[config.mk]
export PLATFORM = sky130hd
export DESIGN_NAME = bypass_controller
export DESIGN_NICKNAME = d
export VERILOG_FILES = /design/src/rtl/bypass_controller_pkg.sv /design/src/rtl/bypass_controller_select.sv /design/src/rtl/bypass_controller.sv
export SDC_FILE = /design/constraint.sdc
export NUM_CORES = 1
export LEC_CHECK = 0
export BUFFER_PORTS_ARGS = -buffer_cell sky130_fd_sc_hd__buf_2
export CORE_ASPECT_RATIO = 0.5
export CORE_MARGIN = 1.5
export CORE_UTILIZATION = 58
export CTS_CLUSTER_SIZE = 25
export DETAILED_ROUTE_END_ITERATION = 7
export PLACE_DENSITY = 0.82
export SLEW_MARGIN = 40
export SYNTH_ARGS = -nofsm -noshare
export SYNTH_HDL_FRONTEND = slang
export SYNTH_HIERARCHICAL = 1
export SYNTH_SLANG_ARGS = --single-unit
[constraint.sdc]
create_clock -name clk -period 3.3 [get_ports clk]
set_clock_uncertainty 0.15 [all_clocks]
set_input_delay 0.165 -clock clk [delete_from_list [all_inputs] [get_ports clk]]
set_output_delay 0.165 -clock clk [all_outputs]
set_load 0.02 [all_outputs]
[src/rtl/bypass_controller_pkg.sv]
// bypass_controller_pkg: shared register-number constants and pipeline hazard types
package BasicTypes;

    localparam int REG_ADDR_W = 5;
    localparam logic [REG_ADDR_W-1:0] REG_ZERO = 5'd0;

endpackage

package PipelineTypes;

    import BasicTypes::*;

    typedef enum logic [1:0] {
        BYPASS_NONE = 2'd0,
        BYPASS_EXEC = 2'd1,
        BYPASS_MEM  = 2'd2
    } BypassCtrl;

    typedef struct packed {
        logic                  valid;
        logic [REG_ADDR_W-1:0] rd;
        logic                  writeReg;
        logic                  isLoad;
    } HazardSlot;

    // A slot only produces a value worth waiting for when it really writes a non-zero register
    function automatic logic is_producer(input HazardSlot s, input logic [REG_ADDR_W-1:0] addr);
        return s.valid && s.writeReg && (s.rd != REG_ZERO) && (s.rd == addr);
    endfunction

endpackage

[src/rtl/bypass_controller_select.sv]
// bypass_select: per-operand forwarding select and hazard detection (RISKY2_BYPASS_EN enables forwarding)
module bypass_select
    import BasicTypes::*;
    import PipelineTypes::*;
(
    input  logic [REG_ADDR_W-1:0] addr,
    input  logic                  used,
    input  HazardSlot             ex,
    input  HazardSlot             mem,
    input  HazardSlot             wb,
    output BypassCtrl             sel,
    output logic                  hazard
);

    logic active;
    logic ex_hit;
    logic mem_hit;
    logic unused_bits;

    assign active      = used && (addr != REG_ZERO);
    assign ex_hit      = active && is_producer(ex, addr);
    assign mem_hit     = active && is_producer(mem, addr);
    assign unused_bits = ^{ex, mem, wb};

`ifdef RISKY2_BYPASS_EN
    // Youngest producer wins; a load still in EX has no data yet, so its consumer waits a cycle
    always_comb begin
        hazard = ex_hit && ex.isLoad;
        sel    = ex_hit ? BYPASS_EXEC : mem_hit ? BYPASS_MEM : BYPASS_NONE;
    end
`else
    logic wb_hit;

    assign wb_hit = active && is_producer(wb, addr);

    // Without forwarding the consumer waits until every in-flight producer has retired
    always_comb begin
        hazard = ex_hit || mem_hit || wb_hit;
        sel    = BYPASS_NONE;
    end
`endif

endmodule

[src/rtl/bypass_controller.sv]
// bypass_controller: hazard tracking and registered forwarding selects; RISKY2_BYPASS_EN enables forwarding, else interlock only
module bypass_controller
    import BasicTypes::*;
    import PipelineTypes::*;
(
    input  logic                  clk,
    input  logic                  rst,
    input  logic                  stall,
    input  logic                  flush,
    input  logic                  idValid,
    input  logic [REG_ADDR_W-1:0] idRs1Addr,
    input  logic [REG_ADDR_W-1:0] idRs2Addr,
    input  logic                  idRs1Used,
    input  logic                  idRs2Used,
    input  logic [REG_ADDR_W-1:0] idRdAddr,
    input  logic                  idWriteReg,
    input  logic                  idIsLoad,
    output BypassCtrl             op1BypassCtrl,
    output BypassCtrl             op2BypassCtrl,
    output logic                  hazardStall
);

    HazardSlot exSlot;
    HazardSlot memSlot;
    HazardSlot wbSlot;
    HazardSlot idSlot;
    BypassCtrl sel1;
    BypassCtrl sel2;
    logic      haz1;
    logic      haz2;
    logic      issue;

    bypass_select u_op1 (
        .addr   (idRs1Addr),
        .used   (idRs1Used),
        .ex     (exSlot),
        .mem    (memSlot),
        .wb     (wbSlot),
        .sel    (sel1),
        .hazard (haz1)
    );

    bypass_select u_op2 (
        .addr   (idRs2Addr),
        .used   (idRs2Used),
        .ex     (exSlot),
        .mem    (memSlot),
        .wb     (wbSlot),
        .sel    (sel2),
        .hazard (haz2)
    );

    assign hazardStall = idValid && !flush && (haz1 || haz2);
    assign issue       = idValid && !flush && !hazardStall;
    assign idSlot      = '{valid: 1'b1, rd: idRdAddr, writeReg: idWriteReg, isLoad: idIsLoad};

    // Advance the in-flight slots and latch the selects for whatever enters EX; a bubble gets no forwarding
    always_ff @(posedge clk or posedge rst) begin
        if (rst) begin
            exSlot        <= '0;
            memSlot       <= '0;
            wbSlot        <= '0;
            op1BypassCtrl <= BYPASS_NONE;
            op2BypassCtrl <= BYPASS_NONE;
        end else if (!stall) begin
            wbSlot        <= memSlot;
            memSlot       <= exSlot;
            exSlot        <= issue ? idSlot : '0;
            op1BypassCtrl <= issue ? sel1 : BYPASS_NONE;
            op2BypassCtrl <= issue ? sel2 : BYPASS_NONE;
        end
    end

endmodule

==> results.ini, run 1 <==
[place]
dp_hpwl_mm = 2.21
place_congestion = 0.884
portBuffers = 27
dp.cells = 201

[synth]
syn-cell-area_sq_um = 1600
netlist_instances = 152
yosysWarnings = 6
avgSynthCellArea_sq_um = 10.5

[layout]
area_delta_synth_final_pct = 10.9
n_antenna_cell = 0
final_common_cell = buf_2
fin_cells = 212
fin_nets = 200
final_cell_mix = buf_2, dfrtp_1, mux2_2, xor2_1, nand2_1
drive_above_1_share_pct = 34.3

[timing]
fin_crit_sh_pct = 70.0
fin_crit_ps = 2310
max_freq_ghz = 0.433
slew_viol_final = 0
setup_viol = 0
hold_violations = 0
relSlewSlack_pct = 57.6
rsz0062_at_grt = no
worstMarginPinSlew_ps = 637
fin_setup_tns_ps = 0

[grt]
grt_overflow = 0
grt_max_degree = 37
antenna_found_initial = 0
grt_pass1_wl_mm = 4.89
gr-usage-all-layers_pct = 21.2
grt_pass1_vias = 1048

[setup_path]
cp_slowest_cell = dfrtp_1
cp-startpoint = wbSlot[6]$_DFFE_PP0N_
path_max_fanout = 5
crit_path_end_kind = output pin
timing.rr.start = exSlot[4]$_DFFE_PP0N_
critical_path_required_ps = 2980
arrival_ps = 2000
path_cells = or3_1, a2111oi_2, a221o_1, nor2_1, nor3b_1, buf_2
reg2reg_slack_ps = 990
worst_setup_path_start_kind = flip-flop
reg2reg_depth = 6
cpPeakStageDelay_ps = 430
worstSetupEndpoint = hazardStall
critPathKind = reg -> out
r2r-end = exSlot[6]$_DFFE_PP0N_

[routing]
dr_total_vias = 1185
ant_nets = 0
drc = 0
drt_iter0_drc = 101
wl_mm = 3.06
wl_per_cell_um = 14.4
drt-vias-per-instance = 5.59
drt_pre_antenna_iters = 4

[floorplanning]
die_width_um = 77.2
die_area_sq_um = 3100
start_util_pct = 61.3
die_h_um = 40.1
core_area_sq_um = 2600
io-pin-count = 29
core.rowCount = 13

[min_path]
hp-class = in -> reg

[status]
status = complete, no violations

[cts]
root_buffer = clkbuf_8
path_clk_slew_ps = 90
cts.sinks = 25
ctsHoldBuffers = 7
ctsResizeCount = 0
cts-buffers-inserted = 3
clk_latency_ps = 270
cts.path.max_buffers = 2
h-tree-depth = 1
cts_tree = done
cts_setup_buffers = 0

[power_and_ir_drop]
p_leak_nw = 0.814
power_density_nw_per_um2 = 383
irDropWorstVdd_v = 0.000288

[flow_run]
maxCapViolations = 0

==> stage by stage <==
step | hold slack [ps] | area [sq um] | total power [mW] | setup WS [ps] | util [%]
2_1_floorplan | 42.3 | 1600 | 0.463 | 1170 | -
3_3_place_gp | 257 | 1650 | 0.483 | 1010 | 63.5
3_5_place_dp | 82.2 | 1650 | 0.489 | 989 | 63.5
4_1_cts | 171 | 1770 | 0.679 | 966 | 68.0
5_1_grt | 186 | 1770 | 0.712 | 819 | 68.0
6_report | 169 | 1770 | 0.678 | 990 | 68.0
==> routing by layer <==
| layer | GRT usage [%] | vias to the layer above | routed length, um |
|---|---|---|---|
| li1 | - | 563 | - |
| met1 | 29.5 | 555 | 1470 |
| met2 | 33.3 | 59 | 1310 |
| met3 | 4.55 | 8 | 219 |
| met4 | 8.18 | 0 | 56 |
| met5 | 0 | - | 0 |
==> registers in the layout, indices dropped and copies added (netlist names) <==
register,cells
wbSlot,7
exSlot,7
memSlot,7
op1BypassCtrl,2
op2BypassCtrl,2
==> worst min path at each step <==
stage	endpoint	from	slack, ps	cells after the start
2_1_floorplan	exSlot[1]$_DFFE_PP0N_	rst	40	1
3_3_place_gp	op1BypassCtrl[0]$_DFFE_PP0N_	rst	260	2
3_5_place_dp	op1BypassCtrl[0]$_DFFE_PP0N_	rst	80	2
4_1_cts	exSlot[7]$_DFFE_PP0N_	flush	170	3
5_1_grt	exSlot[2]$_DFFE_PP0N_	flush	190	3
6_report	exSlot[7]$_DFFE_PP0N_	flush	170	3
==> power breakdown <==
group          leakage [nW]  switching, mW  internal [mW]
Clock                0.0217          0.102         0.0857
Combinational         0.456         0.0657         0.0667
Sequential            0.336         0.0289          0.329
Total                 0.814          0.196          0.482
==> area by class of cell <==
cell class | instances | area [sq um]
clock inverter | 1 | 7.51
inverter | 1 | 3.75
multi-input combinational | 111 | 841
clock buffer | 3 | 41.3
timing repair buffer | 34 | 205
sequential | 25 | 626
tap | 37 | 46.3
fill | 208 | 832
==> worst max-delay path, delay by kind of cell (launching register included) <==
family	cells	cell delay (ps)
compound gates	2	520
simple gates	3	590
flops	1	430
buf+inv	1	190
(Power assumes the default switching activity.)
==> run 2, diff against run 1 <==
- CORE_UTILIZATION: 58 -> 51
- PLACE_DENSITY: 0.82 -> 0.76
- clock period: 3.3 -> 2.05 ns (I/O delays scaled with it)
==> run 2 against run 1 <==
  * The flow now finishes with violations (negative setup slack)
  * Global-route usage grew 0.65 points
  * Via count grew 4.0%
  * Combinational power grew 98%
  * Largest power group unchanged
  * Core utilization shrank 2.4 points
  * Highest routed layer unchanged
==> results.ini, run 2 (synthesis gave the netlist of run 1 again) <==
[status]
status = finished, violations left
violations = negative setup slack

[setup_path]
reg2reg_depth = 6
arrival_ps = 1950
worst_setup_path_start_kind = flip-flop
r2r-end = exSlot[4]$_DFFE_PP0N_
worstSetupEndpoint = hazardStall
reg2reg_slack_ps = -130
crit_path_end_kind = output pin
path_max_fanout = 4
cp-startpoint = exSlot[4]$_DFFE_PP0N_
critical_path_required_ps = 1800
timing.rr.start = exSlot[4]$_DFFE_PP0N_
critPathKind = reg -> out

[floorplanning]
core.rowCount = 14
die_width_um = 82.1
start_util_pct = 53.3
io-pin-count = 29
core_area_sq_um = 3000
die_area_sq_um = 3500
die_h_um = 42.6

[flow_run]
maxCapViolations = 0

[layout]
fin_nets = 219
fin_cells = 234
final_common_cell = buf_2
nFillCells = 235
design_area_sq_um = 1960
largestRegisters = exSlot x7, memSlot x7, wbSlot x7
area_delta_synth_final_pct = 23.0
final_cell_mix = buf_2, dfrtp_1, buf_4, mux2_2
n_antenna_cell = 0
drive_above_1_share_pct = 42.8
seq_area_sq_um = 626
multiInputGateArea_sq_um = 872

[timing]
setup_viol = 8
setup_ws_ps = -150
relSlewSlack_pct = 58.7
rsz0062_at_grt = yes
worstMarginPinSlew_ps = 619
whs_ps = 94.7
max_freq_ghz = 0.455
fin_crit_sh_pct = 107
hold_violations = 0
slew_viol_final = 0
fin_crit_ps = 2200

[cts]
cts-buffers-inserted = 3
cts.sinks = 25
h-tree-depth = 1
clk_latency_ps = 270
root_buffer = clkbuf_8
cts.path.max_buffers = 2
path_clk_slew_ps = 100
cts_tree = done

[grt]
grt_overflow = 0
antenna_found_initial = 0
grt_pass1_wl_mm = 5.66
grt_max_degree = 37
grt_pass1_vias = 1206
gr-usage-all-layers_pct = 21.9

[routing]
drt_iter0_drc = 46
drt_pre_antenna_iters = 4
wl_per_cell_um = 14.7
ant_nets = 0
drt-vias-per-instance = 5.26
dr_total_vias = 1232
wl_mm = 3.45
drc = 0

[place]
dp.cells = 222
portBuffers = 27
post_dp_cell_area_sq_um = 1800
place_congestion = 0.922
dp_hpwl_mm = 2.55

[power_and_ir_drop]
switchingPower_uw = 328
irDropWorstVdd_v = 0.000307
power_frac_seq_pct = 50.2
p_comb_share_pct = 23.1
power_density_nw_per_um2 = 579
pwr-share-clk_pct = 26.7
p_leak_nw = 0.921
swShare_pct = 28.9
p_int_uw = 809
power.total_mw = 1.14

[min_path]
hp-class = in -> reg

run 2: metal layers:
| metal | vias to the layer above | GRT usage, % | share of wire (%) |
|---|---|---|---|
| li1 | 604 | - | - |
| met1 | 592 | 31.2 | 48 |
| met2 | 30 | 34.8 | 46 |
| met3 | 6 | 4.13 | 4.3 |
| met4 | 0 | 4.41 | 1.2 |
| met5 | - | 0 | 0 |
run 2: through the flow:
stage | setup TNS, ps | setup WS [ps] | utilization (%)
after floorplan | -435 | -75.9 | -
after global placement | -592 | -113 | 60.2
after detailed placement | -843 | -152 | 60.2
after CTS | -1040 | -175 | 65.1
after global routing | -1670 | -232 | 65.6
final | -987 | -150 | 65.6
run 2: critical path, stage by stage, from the launching register on:
cell and delay, ps:
dfrtp_1 420, buf_4 170, xor2_1 150, nor4_1 330
a221o_1 220, nor2_1 60, nor3b_2 160, buf_4 160
run 2: power by group through the flow:
stage          logic, mW  clock network (mW)  registers [mW]
6_report           0.262               0.304           0.571
4_1_cts            0.259               0.311           0.571
5_1_grt            0.284               0.333           0.576
3_3_place_gp       0.232                   0           0.578
3_5_place_dp       0.240                   0           0.580
2_1_floorplan      0.169                   0           0.577
run 2: final cells by class:
type / count / share of cell area (%)
Clock inverter: 1 / 0.446
Multi-Input combinational cell: 111 / 44.4
Tap cell: 40 / 2.55
Inverter: 1 / 0.191
Timing Repair Buffer: 53 / 18.5
Clock buffer: 3 / 2.10
Sequential cell: 25 / 31.8
run 2: worst min-delay path by stage:
stage | from | endpoint | slack, ps | cells past startpoint
5_1_grt | flush | exSlot[7]$_DFFE_PP0N_ | 110 | 3
6_report | flush | exSlot[7]$_DFFE_PP0N_ | 90 | 3
2_1_floorplan | rst | exSlot[1]$_DFFE_PP0N_ | -20 | 1
4_1_cts | flush | exSlot[7]$_DFFE_PP0N_ | 80 | 3
3_3_place_gp | rst | op1BypassCtrl[1]$_DFFE_PP0N_ | 9 | 3
3_5_place_dp | rst | wbSlot[3]$_DFFE_PP0N_ | 20 | 3
run 2: what timing repair did:
action                     4_1_cts  5_1_grt
buffers inserted                 1        0
resized for setup                3        4
setup endpoints to repair        8        8
hold endpoints to repair        31        0
pin swaps                        0        5
hold buffers                     7        0
